[src/rtl/xsim_dma_arb_pkg.sv]
// Shared types and constants for the sim DMA burst arbiter.
//   rd_state_t          : read burst FSM states
//   DMA_WORD_BYTES      : byte stride between consecutive read beats
//   DEFAULT_NUM_CLIENTS : default requester count
//   DEFAULT_BEATS_W     : default burst-length field width
//   beat_cnt_w()        : width of a beat counter able to hold 2^beats_w
package xsim_dma_arb_pkg;

  typedef enum logic [1:0] {
    RD_IDLE  = 2'd0,
    RD_ISSUE = 2'd1,
    RD_DRAIN = 2'd2
  } rd_state_t;

  localparam int unsigned DMA_WORD_BYTES      = 4;
  localparam int unsigned DEFAULT_NUM_CLIENTS = 4;
  localparam int unsigned DEFAULT_BEATS_W     = 8;

  // Beat field holds count-1, so the full count needs one more bit.
  function automatic int unsigned beat_cnt_w(input int unsigned beats_w);
    return beats_w + 1;
  endfunction

endpackage

[src/rtl/xsim_rr_arbiter.sv]
// Combinational round-robin arbiter.
//   req       : request vector
//   ptr       : index of the previous winner; search starts at ptr+1
//   grant     : one-hot grant (zero when no request)
//   grant_idx : index of the granted requester
//   any       : at least one request present
module xsim_rr_arbiter #(
  parameter int unsigned N = 4,
  localparam int unsigned IW = $clog2(N)
) (
  input  logic [N-1:0]  req,
  input  logic [IW-1:0] ptr,
  output logic [N-1:0]  grant,
  output logic [IW-1:0] grant_idx,
  output logic          any
);

  // First requester found walking upward from ptr+1, modulo N.
  always_comb begin
    int unsigned idx;
    idx       = 0;
    grant     = '0;
    grant_idx = '0;
    any       = 1'b0;
    for (int unsigned k = 1; k <= N; k++) begin
      idx = (32'(ptr) + k) % N;
      if (!any && req[IW'(idx)]) begin
        any       = 1'b1;
        grant_idx = IW'(idx);
      end
    end
    if (any) grant[grant_idx] = 1'b1;
  end

endmodule

[src/rtl/xsim_dma_burst_arbiter.sv]
// Shares one 32-bit sim DMA port among NUM_CLIENTS requesters.
// Reads: round-robin granted bursts, expanded into per-word read requests,
// responses routed back to the owning client. Writes: independent
// round-robin, one single-beat write per cycle, registered to the port.
//   CLK, RST                : clock, synchronous active-high reset
//   rd_req_*                : per-client read burst request (valid/ready)
//   rd_data_*               : shared read response path, per-client valid/ready
//   wr_*                    : per-client single-beat write request
//   dma_*readrequest*       : read request port to the endpoint
//   dma_*readresponse*      : read response port from the endpoint
//   dma_*write32*           : write port to the endpoint
module xsim_dma_burst_arbiter
  import xsim_dma_arb_pkg::*;
#(
  parameter int unsigned NUM_CLIENTS = DEFAULT_NUM_CLIENTS,
  parameter int unsigned BEATS_W     = DEFAULT_BEATS_W
) (
  input  logic                           CLK,
  input  logic                           RST,
  input  logic [NUM_CLIENTS-1:0]         rd_req_valid,
  output logic [NUM_CLIENTS-1:0]         rd_req_ready,
  input  logic [32*NUM_CLIENTS-1:0]      rd_req_handle,
  input  logic [32*NUM_CLIENTS-1:0]      rd_req_addr,
  input  logic [BEATS_W*NUM_CLIENTS-1:0] rd_req_beats,
  output logic [NUM_CLIENTS-1:0]         rd_data_valid,
  input  logic [NUM_CLIENTS-1:0]         rd_data_ready,
  output logic [31:0]                    rd_data,
  output logic                           rd_data_last,
  input  logic [NUM_CLIENTS-1:0]         wr_valid,
  output logic [NUM_CLIENTS-1:0]         wr_ready,
  input  logic [32*NUM_CLIENTS-1:0]      wr_handle,
  input  logic [32*NUM_CLIENTS-1:0]      wr_addr,
  input  logic [32*NUM_CLIENTS-1:0]      wr_data,
  input  logic [4*NUM_CLIENTS-1:0]       wr_byteenable,
  input  logic                           dma_rdy_readrequest,
  output logic                           dma_en_readrequest,
  output logic [31:0]                    dma_readrequest_addr,
  output logic [31:0]                    dma_readrequest_handle,
  input  logic                           dma_rdy_readresponse,
  output logic                           dma_en_readresponse,
  input  logic [31:0]                    dma_readresponse_data,
  output logic                           dma_en_write32,
  output logic [31:0]                    dma_write32_addr,
  output logic [31:0]                    dma_write32_handle,
  output logic [31:0]                    dma_write32_data,
  output logic [3:0]                     dma_write32_byteenable
);

  localparam int unsigned CW = $clog2(NUM_CLIENTS);
  localparam int unsigned TW = beat_cnt_w(BEATS_W);

  rd_state_t               rd_state;
  logic [CW-1:0]           rd_ptr;
  logic [CW-1:0]           rd_owner;
  logic [31:0]             rd_addr_q;
  logic [31:0]             rd_handle_q;
  logic [TW-1:0]           rd_total;
  logic [TW-1:0]           rd_issued;
  logic [TW-1:0]           rd_returned;
  logic [TW-1:0]           rd_last_idx;
  logic [CW-1:0]           wr_ptr;

  logic [NUM_CLIENTS-1:0]  rd_gnt;
  logic [CW-1:0]           rd_gnt_idx;
  logic                    rd_any;
  logic [NUM_CLIENTS-1:0]  wr_gnt;
  logic [CW-1:0]           wr_gnt_idx;
  logic                    wr_any;

  logic [31:0]             sel_rd_handle;
  logic [31:0]             sel_rd_addr;
  logic [BEATS_W-1:0]      sel_rd_beats;
  logic [31:0]             sel_wr_handle;
  logic [31:0]             sel_wr_addr;
  logic [31:0]             sel_wr_data;
  logic [3:0]              sel_wr_be;

  logic                    rd_active;
  logic                    rsp_valid;

  xsim_rr_arbiter #(.N(NUM_CLIENTS)) u_rd_arb (
    .req       (rd_req_valid),
    .ptr       (rd_ptr),
    .grant     (rd_gnt),
    .grant_idx (rd_gnt_idx),
    .any       (rd_any)
  );

  xsim_rr_arbiter #(.N(NUM_CLIENTS)) u_wr_arb (
    .req       (wr_valid),
    .ptr       (wr_ptr),
    .grant     (wr_gnt),
    .grant_idx (wr_gnt_idx),
    .any       (wr_any)
  );

  // Field muxes for the current read and write winners.
  always_comb begin
    sel_rd_handle = '0;
    sel_rd_addr   = '0;
    sel_rd_beats  = '0;
    sel_wr_handle = '0;
    sel_wr_addr   = '0;
    sel_wr_data   = '0;
    sel_wr_be     = '0;
    for (int i = 0; i < int'(NUM_CLIENTS); i++) begin
      if (rd_gnt_idx == CW'(i)) begin
        sel_rd_handle = rd_req_handle[32*i +: 32];
        sel_rd_addr   = rd_req_addr[32*i +: 32];
        sel_rd_beats  = rd_req_beats[BEATS_W*i +: BEATS_W];
      end
      if (wr_gnt_idx == CW'(i)) begin
        sel_wr_handle = wr_handle[32*i +: 32];
        sel_wr_addr   = wr_addr[32*i +: 32];
        sel_wr_data   = wr_data[32*i +: 32];
        sel_wr_be     = wr_byteenable[4*i +: 4];
      end
    end
  end

  // Handshake outputs are gated during reset so nothing is accepted and then dropped.
  assign rd_active           = (rd_state == RD_ISSUE) || (rd_state == RD_DRAIN);
  assign rd_req_ready        = (!RST && rd_state == RD_IDLE && rd_any) ? rd_gnt : '0;
  assign dma_en_readrequest  = !RST && (rd_state == RD_ISSUE) && dma_rdy_readrequest;
  assign rsp_valid           = !RST && rd_active && dma_rdy_readresponse;
  assign rd_data_valid       = rsp_valid ? (NUM_CLIENTS'(1) << rd_owner) : '0;
  assign dma_en_readresponse = rsp_valid && rd_data_ready[rd_owner];
  assign rd_data             = dma_readresponse_data;
  assign rd_last_idx         = rd_total - TW'(1);
  assign rd_data_last        = rsp_valid && (rd_returned == rd_last_idx);
  assign dma_readrequest_addr   = rd_addr_q;
  assign dma_readrequest_handle = rd_handle_q;
  assign wr_ready            = (!RST && wr_any) ? wr_gnt : '0;

  // Read burst FSM: grant in IDLE, issue beats in ISSUE, wait for tail responses in DRAIN.
  always_ff @(posedge CLK) begin
    if (RST) begin
      rd_state    <= RD_IDLE;
      rd_ptr      <= CW'(NUM_CLIENTS - 1);
      rd_owner    <= '0;
      rd_addr_q   <= '0;
      rd_handle_q <= '0;
      rd_total    <= '0;
      rd_issued   <= '0;
      rd_returned <= '0;
    end else begin
      case (rd_state)
        RD_IDLE: begin
          if (rd_any) begin
            rd_owner    <= rd_gnt_idx;
            rd_ptr      <= rd_gnt_idx;
            rd_handle_q <= sel_rd_handle;
            rd_addr_q   <= sel_rd_addr;
            rd_total    <= TW'(sel_rd_beats) + TW'(1);
            rd_issued   <= '0;
            rd_returned <= '0;
            rd_state    <= RD_ISSUE;
          end
        end
        RD_ISSUE: begin
          if (dma_en_readrequest) begin
            rd_addr_q <= rd_addr_q + 32'(DMA_WORD_BYTES);
            rd_issued <= rd_issued + TW'(1);
            if (rd_issued == rd_last_idx) rd_state <= RD_DRAIN;
          end
          // The final response cannot arrive before the final issue, so no exit here.
          if (dma_en_readresponse) rd_returned <= rd_returned + TW'(1);
        end
        RD_DRAIN: begin
          if (dma_en_readresponse) begin
            rd_returned <= rd_returned + TW'(1);
            if (rd_returned == rd_last_idx) rd_state <= RD_IDLE;
          end
        end
        default: rd_state <= RD_IDLE;
      endcase
    end
  end

  // Write path: winner's fields appear on the port one cycle after wr_ready.
  always_ff @(posedge CLK) begin
    if (RST) begin
      wr_ptr                 <= CW'(NUM_CLIENTS - 1);
      dma_en_write32         <= 1'b0;
      dma_write32_addr       <= '0;
      dma_write32_handle     <= '0;
      dma_write32_data       <= '0;
      dma_write32_byteenable <= '0;
    end else begin
      dma_en_write32 <= wr_any;
      if (wr_any) begin
        wr_ptr                 <= wr_gnt_idx;
        dma_write32_addr       <= sel_wr_addr;
        dma_write32_handle     <= sel_wr_handle;
        dma_write32_data       <= sel_wr_data;
        dma_write32_byteenable <= sel_wr_be;
      end
    end
  end

endmodule

[config.mk]
export PLATFORM = sky130hd
export DESIGN_NAME = xsim_dma_burst_arbiter
export DESIGN_NICKNAME = d
export VERILOG_FILES = /design/src/rtl/xsim_dma_arb_pkg.sv /design/src/rtl/xsim_rr_arbiter.sv /design/src/rtl/xsim_dma_burst_arbiter.sv
export SDC_FILE = /design/constraint.sdc
export NUM_CORES = 1
export LEC_CHECK = 0
export CAP_MARGIN = 20
export CELL_PAD_IN_SITES_DETAIL_PLACEMENT = 1
export CELL_PAD_IN_SITES_GLOBAL_PLACEMENT = 1
export CORE_AREA = 2 2 367 369
export CTS_CLUSTER_SIZE = 25
export DETAILED_ROUTE_END_ITERATION = 7
export DIE_AREA = 0 0 369 371
export GPL_TIMING_DRIVEN = 0
export PLACE_DENSITY = 0.4
export SYNTH_ARGS = -nofsm -noshare
export SYNTH_HDL_FRONTEND = slang
export SYNTH_SLANG_ARGS = --single-unit
[constraint.sdc]
create_clock -name CLK -period 4.2 [get_ports CLK]
set_input_delay 0.84 -clock CLK [delete_from_list [all_inputs] [get_ports CLK]]
set_output_delay 0.84 -clock CLK [all_outputs]
set_load 0.01 [all_outputs]
==> impl_table.tex, run 1 <==
\begin{tabular}{lr}
\hline
Metric & Value \\
\hline
\multicolumn{2}{l}{\textbf{STA}} \\
Max-slew violation count & 0 \\
Minimum clock period & just over 4 ns \\
Count of endpoints failing setup in the final report & 0 \\
TNS Setup & 0 ns \\
Hold violation total from the final report & 0 \\
Unrepaired setup endpoints after global routing & no \\
Highest clock frequency the design can meet & between 200 and 250 MHz \\
Tightest hold margin & 0.454 ns \\
Share of the clock period used by the worst path & between 90\% and 100\% \\
Worst relative slew slack & between 20 and 30\% \\
Skew final & 0.0170 ns \\
Slew at the pin with the worst max-slew slack & between 1 and 1.5 ns \\
\multicolumn{2}{l}{\textbf{Place}} \\
Port Buf Inserts & around 910 \\
Routability congestion estimate from global placement & between 0.8 and 0.9 \\
Hpwl dp & between 100000 and 150000 um \\
\multicolumn{2}{l}{\textbf{Setup path}} \\
Critical path destination & wr\_ready[0] \\
Crit. End Element & output port \\
Kind of critical path & in2out \\
Worst Path Arrival & between 3 and 4 ns \\
CP required & 3.36 ns \\
FF-to-FF setup slack & $\sim$0.42 ns \\
Critical path origin & wr\_valid[2] \\
Length in cells of the worst reg-to-reg path & 9 \\
Setup crit start kind & primary input \\
Critical R2R Capture & dma\_write32\_addr[18] \\
CP max FO & 14 \\
Startpoint of the lowest-slack register-to-register path & wr\_ptr[0] \\
\multicolumn{2}{l}{\textbf{Hold path}} \\
Worst hold-check path type & reg2reg \\
\multicolumn{2}{l}{\textbf{Clock network}} \\
Clock buffers created by TritonCTS & 17 \\
CTS max path bufs & 2 \\
Count of hold buffers inserted by post-cts repair & 0 \\
Clock tree from TritonCTS & done \\
Clock root cell & sky130\_fd\_sc\_hd\_\_clkbuf\_16 \\
Clk slew on worst S/H paths & about 0.080 ns \\
H-tree Lvls & 4 \\
Clock latency on the worst-skew pair & around 0.54 ns \\
Clock sink total & 200 \\
\multicolumn{2}{l}{\textbf{Routing}} \\
Vias/cell & around 4.0 \\
Drc violations & 0 \\
Number of violations reported at the end of detailed-routing iteration 0 & 695 \\
Total Routed Length & approximately 130000 um \\
Per-cell routed wire length & about 26 um \\
Length of the first detailed-routing pass in iterations & 5 \\
Antenna Nets Post-Route & 0 \\
Total via count after detailed routing & around 19000 \\
\multicolumn{2}{l}{\textbf{Pwr}} \\
Total design power & $\sim$11 mW \\
Areal power density over the cells & around 430 nW/um\^{}2 \\
Worst VDD drop & 0.000240 V \\
Register share of total power & around a quarter \\
Comb power frac & 58.1\% \\
Switching power summed over all nets & approximately 5.3 mW \\
Internal power consumption & approximately 6.0 mW \\
Pleak & $\sim$9.3 nW \\
Part of the power in the clock network & between 10\% and 20\% \\
Switching part of the total & a little under half \\
\multicolumn{2}{l}{\textbf{Cells and area}} \\
Area Growth Syn to Fin & 87.0\% \\
FF+latch area & between 4000 and 5000 sq um \\
Area taken by multi-input logic gates & 9290 sq um \\
Layout cells sized above 1 & under 10\% \\
Fraction of the core area covered by cells at the end of the flow & 20.0\% \\
Number of nets in the layout & between 3000 and 4000 \\
Fill count & between 15000 and 20000 \\
\multicolumn{2}{l}{\textbf{Die}} \\
Core Region & 133000 sq um \\
Die W & $\sim$370 um \\
Starting density of the core & 10.7\% \\
Area enclosed by the die boundary & approximately 140000 sq um \\
Number of core rows & $\sim$130 \\
I/O Pins & roughly 950 \\
Die span in y & $\sim$370 um \\
\multicolumn{2}{l}{\textbf{Global route}} \\
Vias in the first global route & 20055 \\
Maximum number of pins on one net before global-route repair & 27 \\
Global-route total usage across every layer & between 10\% and 20\% \\
Global-route wire length before repair & 169000 um \\
Antenna violations before repair & 37 \\
Remaining global-route overflow & 0 \\
\multicolumn{2}{l}{\textbf{Yosys}} \\
Top flip-flop cell by instance count after synthesis & sky130\_fd\_sc\_hd\_\_dfxtp\_1 \\
Sequential-to-total area share from yosys stat & 28.3\% \\
Count of unique library cells instantiated by Yosys & between 60 and 70 \\
Yosys warning total & 0 \\
Total of flip-flops plus latches after synthesis & 200 \\
Number of flops mapped to enable cells by yosys & 0 \\
Avg Cell Area, Syn & 6.81 sq um \\
Gate Count Post-Synth & about 2100 \\
Net count after synthesis & around 2800 \\
Area of the mapped netlist & 14200 sq um \\
Async set-reset flop share out of synthesis & 0\% \\
\multicolumn{2}{l}{\textbf{Status}} \\
Run status & finished, final reports clean \\
\multicolumn{2}{l}{\textbf{Job}} \\
Max-cap viol count & 0 \\
\hline
\end{tabular}
==> synthesized netlist by cell type (18+ instances only) <==
cell type	number	share of area, %
sky130_fd_sc_hd__clkbuf_1	164	4.3
sky130_fd_sc_hd__and2_1	105	4.6
sky130_fd_sc_hd__nand2_1	639	17
sky130_fd_sc_hd__o21ai_0	26	0.92
sky130_fd_sc_hd__a21oi_1	183	6.5
sky130_fd_sc_hd__a311o_1	100	7.1
sky130_fd_sc_hd__buf_4	32	1.7
sky130_fd_sc_hd__nand3_1	185	6.5
sky130_fd_sc_hd__buf_1	18	0.48
sky130_fd_sc_hd__a211oi_1	105	5.6
sky130_fd_sc_hd__nor2_1	62	1.6
sky130_fd_sc_hd__dfxtp_1	200	28
==> per-layer routing <==
metal  vias to the layer above  global-route usage, %  wire (um)
met5                         -                      0        168
met4                        26                   3.72       2150
met3                       104                   5.68       9530
met2                       697                   32.8      65000
met1                      9225                   19.9      50400
li1                       9201                      -          -
==> cell type report <==
cell class,instances,share of cell area [%]
Clock buffer,20,1.72
Buffer,204,3.60
Timing Repair Buffer,932,35.4
Inverter,10,0.142
Sequential cell,200,15.1
Tap cell,1768,8.35
Multi-Input combinational cell,1653,35.1
Clock inverter,11,0.515
Antenna cell,9,0.0850
==> sequential cells by signal, summed over array words and instances (netlist names) <==
| signal | count |
|---|---|
| dma_readrequest_addr | 32 |
| dma_write32_handle | 32 |
| dma_en_write32 | 1 |
| rd_returned | 9 |
| dma_write32_addr | 32 |
| dma_write32_data | 32 |
| rd_total | 9 |
| rd_ptr | 2 |
| dma_write32_byteenable | 4 |
| rd_issued | 9 |
| dma_readrequest_handle | 32 |
| rd_state | 2 |
| rd_owner | 2 |
| wr_ptr | 2 |
==> repair_timing <==
action / in CTS / in global routing
gates resized for setup: 49 / 5
pin swaps: 5 / 0
buffers inserted: 5 / 0
endpoints found under the setup margin: 19 / 8
==> power groups by stage <==
| stage | sequential (mW) | combinational, mW | clock, mW |
|---|---|---|---|
| after floorplan | 2.88 | 2.92 | 0 |
| after CTS | 2.82 | 6.80 | 2.06 |
| after global routing | 2.89 | 7.19 | 2.09 |
| final | 2.82 | 6.60 | 1.93 |
| after global placement | 2.84 | 6.74 | 0 |
| after detailed placement | 2.85 | 6.77 | 0 |
==> placed cells by master (no fill, tap or decap), types with 5 or more instances in the layout <==
cell / netlist / final
sky130_fd_sc_hd__nand2_1: 639 / 639
sky130_fd_sc_hd__dlygate4sd2_1: 0 / 9
sky130_fd_sc_hd__o211ai_1: 5 / 5
sky130_fd_sc_hd__diode_2: 0 / 9
sky130_fd_sc_hd__nor2b_1: 7 / 7
sky130_fd_sc_hd__mux2i_1: 12 / 12
sky130_fd_sc_hd__nor4_1: 11 / 7
sky130_fd_sc_hd__clkbuf_16: 0 / 17
sky130_fd_sc_hd__nor3_1: 15 / 14
sky130_fd_sc_hd__nand2b_1: 13 / 12
sky130_fd_sc_hd__a22oi_1: 11 / 11
sky130_fd_sc_hd__clkdlybuf4s50_1: 0 / 905
sky130_fd_sc_hd__buf_8: 0 / 8
sky130_fd_sc_hd__and2_1: 105 / 105
sky130_fd_sc_hd__xor2_1: 16 / 16
sky130_fd_sc_hd__a32oi_1: 15 / 15
sky130_fd_sc_hd__o21ai_0: 26 / 26
sky130_fd_sc_hd__nand3_1: 185 / 185
sky130_fd_sc_hd__and3_1: 10 / 10
sky130_fd_sc_hd__ha_1: 9 / 9
sky130_fd_sc_hd__dfxtp_1: 200 / 199
sky130_fd_sc_hd__clkbuf_1: 164 / 144
sky130_fd_sc_hd__buf_4: 32 / 39
sky130_fd_sc_hd__xnor2_1: 14 / 14
sky130_fd_sc_hd__a21oi_1: 183 / 181
sky130_fd_sc_hd__a211oi_1: 105 / 105
sky130_fd_sc_hd__or3_1: 11 / 11
sky130_fd_sc_hd__inv_1: 9 / 9
sky130_fd_sc_hd__buf_1: 18 / 15
sky130_fd_sc_hd__a311o_1: 100 / 100
sky130_fd_sc_hd__a21boi_0: 6 / 6
sky130_fd_sc_hd__nand4_1: 15 / 15
sky130_fd_sc_hd__nor2_1: 62 / 61
==> worst min-delay path by stage <==
stage,startpoint,end,slack [ns],depth (start not counted)
2_1_floorplan,rd_state[0],rd_state[0],0.47,2
4_1_cts,dma_write32_handle[6],dma_write32_handle[6],0.46,2
5_1_grt,dma_write32_handle[2],dma_write32_handle[2],0.47,2
3_3_place_gp,dma_write32_addr[4],dma_write32_addr[4],0.44,2
3_5_place_dp,dma_write32_addr[17],dma_write32_addr[17],0.44,2
6_report,dma_write32_addr[1],dma_write32_addr[1],0.45,2
==> per-stage QoR <==
stage	cells	instance area (sq um)	setup WS [ns]
floorplan	2082	14200	0.846
global placement	4764	25500	-2.75
detailed placement	4777	25800	-1.46
CTS	4799	26500	0.0505
global route	4802	26500	0.0134
finish	4807	26500	0.135
==> critical path: stages <==
cell and delay (ns):
sky130_fd_sc_hd__dlygate4sd2_1 0.37, sky130_fd_sc_hd__nand2b_1 0.18, sky130_fd_sc_hd__a21oi_2 0.08, sky130_fd_sc_hd__o31ai_2 0.22, sky130_fd_sc_hd__buf_6 0.26, sky130_fd_sc_hd__buf_8 0.23, sky130_fd_sc_hd__buf_6 0.22, sky130_fd_sc_hd__and3_1 0.24
sky130_fd_sc_hd__clkdlybuf4s50_1 0.57
==> cell families after synthesis <==
family                     Yosys count  share of synthesized area [%]
AOI/OAI and AO/OA                  490                           24.4
xor gates and xnor gates            34                           2.52
adders and majority gates            9                          0.795
buffers and inverters              229                           7.00
DFF                                200                           28.3
muxes                               22                           2.28
and+or+nand+nor                   1098                           34.7
No activity file was read; power rests on OpenSTA's default activity.
==> inputs of run 2 (changes only) <==
--- a/config.mk
+++ b/config.mk
@@ -7,3 +7,2 @@
 export LEC_CHECK = 0
-export CAP_MARGIN = 20
 export CELL_PAD_IN_SITES_DETAIL_PLACEMENT = 1
==> constraint.sdc (replaced) <==
create_clock -name CLK -period 4.2 [get_ports CLK]
set_input_delay 0.63 -clock CLK [delete_from_list [all_inputs] [get_ports CLK]]
set_output_delay 0.63 -clock CLK [all_outputs]
set_load 0.01 [all_outputs]
==> run 2 against run 1 <==
Net effect: via count decreased by 0.45%; sequential power barely moved; hold slack worse by 0.00055 ns; critical path type unchanged; largest power group unchanged; total power hardly changed; utilization shrank 0.15 points; register-to-register slack better by 0.03 ns; routed wire length is 0.32% higher; flip-flop and latch count unchanged; cell count fell by 0.23%; maximum frequency increased by 0.40%; global-route usage up 0.16 points.
==> impl_table.tex, run 2 (synthesis gave the netlist of run 1 again) <==
\begin{tabular}{lr}
\hline
Metric & Value \\
\hline
\multicolumn{2}{l}{\textbf{Clock network}} \\
Clock latency on the worst-skew pair & 0.55 ns (about the same) \\
Clock buffers created by TritonCTS & 17 (unchanged) \\
CTS max path bufs & 2 (unchanged) \\
Clk slew on worst S/H paths & 0.08 ns (about the same) \\
Clock root cell & sky130\_fd\_sc\_hd\_\_clkbuf\_16 \\
H-tree Lvls & 4 (unchanged) \\
Clock tree from TritonCTS & done \\
Clock sink total & 200 (unchanged) \\
\multicolumn{2}{l}{\textbf{Routing}} \\
Total Routed Length & 128000 um (+0.32\%) \\
Per-cell routed wire length & 26.6 um (+0.55\%) \\
Vias/cell & 4.00 (-0.22\%) \\
Total via count after detailed routing & 19167 (-0.45\%) \\
Drc violations & 0 (unchanged) \\
Antenna Nets Post-Route & 0 (unchanged) \\
Number of violations reported at the end of detailed-routing iteration 0 & 850 (+22\%) \\
Length of the first detailed-routing pass in iterations & 5 (unchanged) \\
\multicolumn{2}{l}{\textbf{STA}} \\
Skew final & 0.0246 ns (+0.00762 ns) \\
Tightest hold margin & 0.453 ns (-0.000546 ns) \\
Count of endpoints failing setup in the final report & 0 (unchanged) \\
Minimum clock period & 4.05 ns (-0.0163 ns) \\
Unrepaired setup endpoints after global routing & no \\
Worst relative slew slack & 14.0\% (-15 points) \\
Slew at the pin with the worst max-slew slack & 1.29 ns (+0.222 ns) \\
Max-slew violation count & 0 (unchanged) \\
Share of the clock period used by the worst path & 96.4\% (-0.39 points) \\
Highest clock frequency the design can meet & 247 MHz (+0.40\%) \\
Hold violation total from the final report & 0 (unchanged) \\
\multicolumn{2}{l}{\textbf{Global route}} \\
Global-route total usage across every layer & 18.0\% (+0.16 points) \\
Vias in the first global route & 20022 (-0.16\%) \\
Remaining global-route overflow & 0 (unchanged) \\
Global-route wire length before repair & 170000 um (+0.74\%) \\
Maximum number of pins on one net before global-route repair & 20 (-26\%) \\
Antenna violations before repair & 38 (+2.7\%) \\
\multicolumn{2}{l}{\textbf{Place}} \\
Port Buf Inserts & 914 (unchanged) \\
Hpwl dp & 107000 um (-0.86\%) \\
Routability congestion estimate from global placement & 0.848 (unchanged) \\
Area of placed instances & 25600 sq um (-0.76\%) \\
\multicolumn{2}{l}{\textbf{Cells and area}} \\
Number of nets in the layout & 3754 (-0.24\%) \\
Area Growth Syn to Fin & 85.7\% \\
Commonest cells after routing, fill and taps aside & sky130\_fd\_sc\_hd\_\_clkdlybuf4s50\_1, sky130\_fd\_sc\_hd\_\_nand2\_1, sky130\_fd\_sc\_hd\_\_dfxtp\_1, sky130\_fd\_sc\_hd\_\_nand3\_1, sky130\_fd\_sc\_hd\_\_a21oi\_1 \\
Post-Layout Inst Area & 26300 sq um (-0.74\%) \\
Leading cell type in the layout, fill and taps excluded & sky130\_fd\_sc\_hd\_\_clkdlybuf4s50\_1 \\
Fill count & 15974 (+0.19\%) \\
Layout cells sized above 1 & 3.64\% (-0.48 points) \\
Fraction of the core area covered by cells at the end of the flow & 19.8\% (-0.15 points) \\
\multicolumn{2}{l}{\textbf{Hold path}} \\
Worst hold-check path type & reg2reg \\
Hold path start & dma\_write32\_addr[1] \\
\multicolumn{2}{l}{\textbf{Setup path}} \\
Crit. End Element & output port \\
CP max FO & 19 (+5) \\
Startpoint of the lowest-slack register-to-register path & rd\_state[0] \\
Setup crit start kind & primary input \\
CP required & 3.57 ns (+0.21 ns) \\
Critical path origin & rd\_req\_valid[3] \\
Most used cell, CP & sky130\_fd\_sc\_hd\_\_clkdlybuf4s50\_1 \\
List of cells traversed by the critical path & clkdlybuf4s50\_1, or2b\_1, a21oi\_2, nor3\_4, clkbuf\_2, nor4\_4, clkdlybuf4s50\_1 \\
Maximum cell stage delay along the critical path & 0.62 ns (+0.05 ns) \\
Critical Path Slowest Stage Cell & sky130\_fd\_sc\_hd\_\_clkdlybuf4s50\_1 \\
Worst Path Arrival & 3.42 ns (+0.20 ns) \\
Kind of critical path & in2out \\
\multicolumn{2}{l}{\textbf{Die}} \\
Die span in y & 371 um (unchanged) \\
I/O Pins & 948 (unchanged) \\
Area enclosed by the die boundary & 137000 sq um (unchanged) \\
Die W & 369 um (unchanged) \\
Starting density of the core & 10.7\% (unchanged) \\
Number of core rows & 134 (unchanged) \\
Core Region & 133000 sq um (unchanged) \\
\multicolumn{2}{l}{\textbf{Pwr}} \\
Pleak & 9.20 nW (-1.0\%) \\
Areal power density over the cells & 431 nW/um\^{}2 (+0.69\%) \\
Total design power & 11.3 mW (about the same) \\
Worst VDD drop & 0.000188 V (-22\%) \\
\multicolumn{2}{l}{\textbf{Job}} \\
Max-cap viol count & 0 (unchanged) \\
\multicolumn{2}{l}{\textbf{Status}} \\
Run status & finished, final reports clean \\
\hline
\end{tabular}
[run 2: power breakdown]
part | leakage, nW | switching (mW) | total (mW) | internal (mW)
Clock | 0.300 | 0.975 | 1.97 | 0.999
Sequential | 1.66 | 0.459 | 2.80 | 2.35
Combinational | 7.24 | 3.85 | 6.57 | 2.71
[run 2: worst paths after layout]
path,endpoint,slack (ns),cells after the start
worst max-delay path,rd_req_ready[1],0.15,7
worst min-delay path,dma_write32_addr[1],0.45,2
worst max register to register,dma_readrequest_addr[25],0.45,11
worst min register to register,dma_write32_addr[1],0.45,2
[run 2: cell type report]
type / count / area (sq um) / area share [%]
diodes: 7 / 17.5 / 0.0666
plain buffers: 210 / 973 / 3.70
clock buffers: 20 / 437 / 1.66
clock inverters: 11 / 173 / 0.656
inverters: 10 / 37.5 / 0.143
multi-input cells: 1653 / 9280 / 35.3
flip-flops and latches: 200 / 4000 / 15.2
well taps: 1768 / 2210 / 8.41
repair buffers: 917 / 9170 / 34.9
[run 2: routing by layer]
metal  vias up  track usage [%]  routed length [um]
met1      9154             19.9               50300
li1       9178                -                   -
met2       698             33.2               65600
met5         -                0                 205
met4        32             3.57                1910
met3       105             5.88                9540
[run 2: metrics by stage]
step           TNS [ns]  worst slack (ns)  std cells
5_1_grt               0           0.00171       4791
6_report              0             0.152       4796
2_1_floorplan         0              1.27       2082
4_1_cts               0           0.00616       4789
3_3_place_gp    -164.69             -2.33       4764
3_5_place_dp     -77.68             -1.43       4766
[run 2: worst max-delay path, delay by kind of cell]
family	cells	cell delay (ns)
and+or+nand+nor	3	0.89
buffers and inverters	3	1.57
AOI/OAI and AO/OA	1	0.30
[run 2: what timing repair did]
item / in CTS / in global routing
hold buffers: 0 / 0
cloned: 0 / 0
setup endpoints to repair: 41 / 11
gates resized for setup: 41 / 6
buffers inserted: 0 / 1
pin swaps: 1 / 1
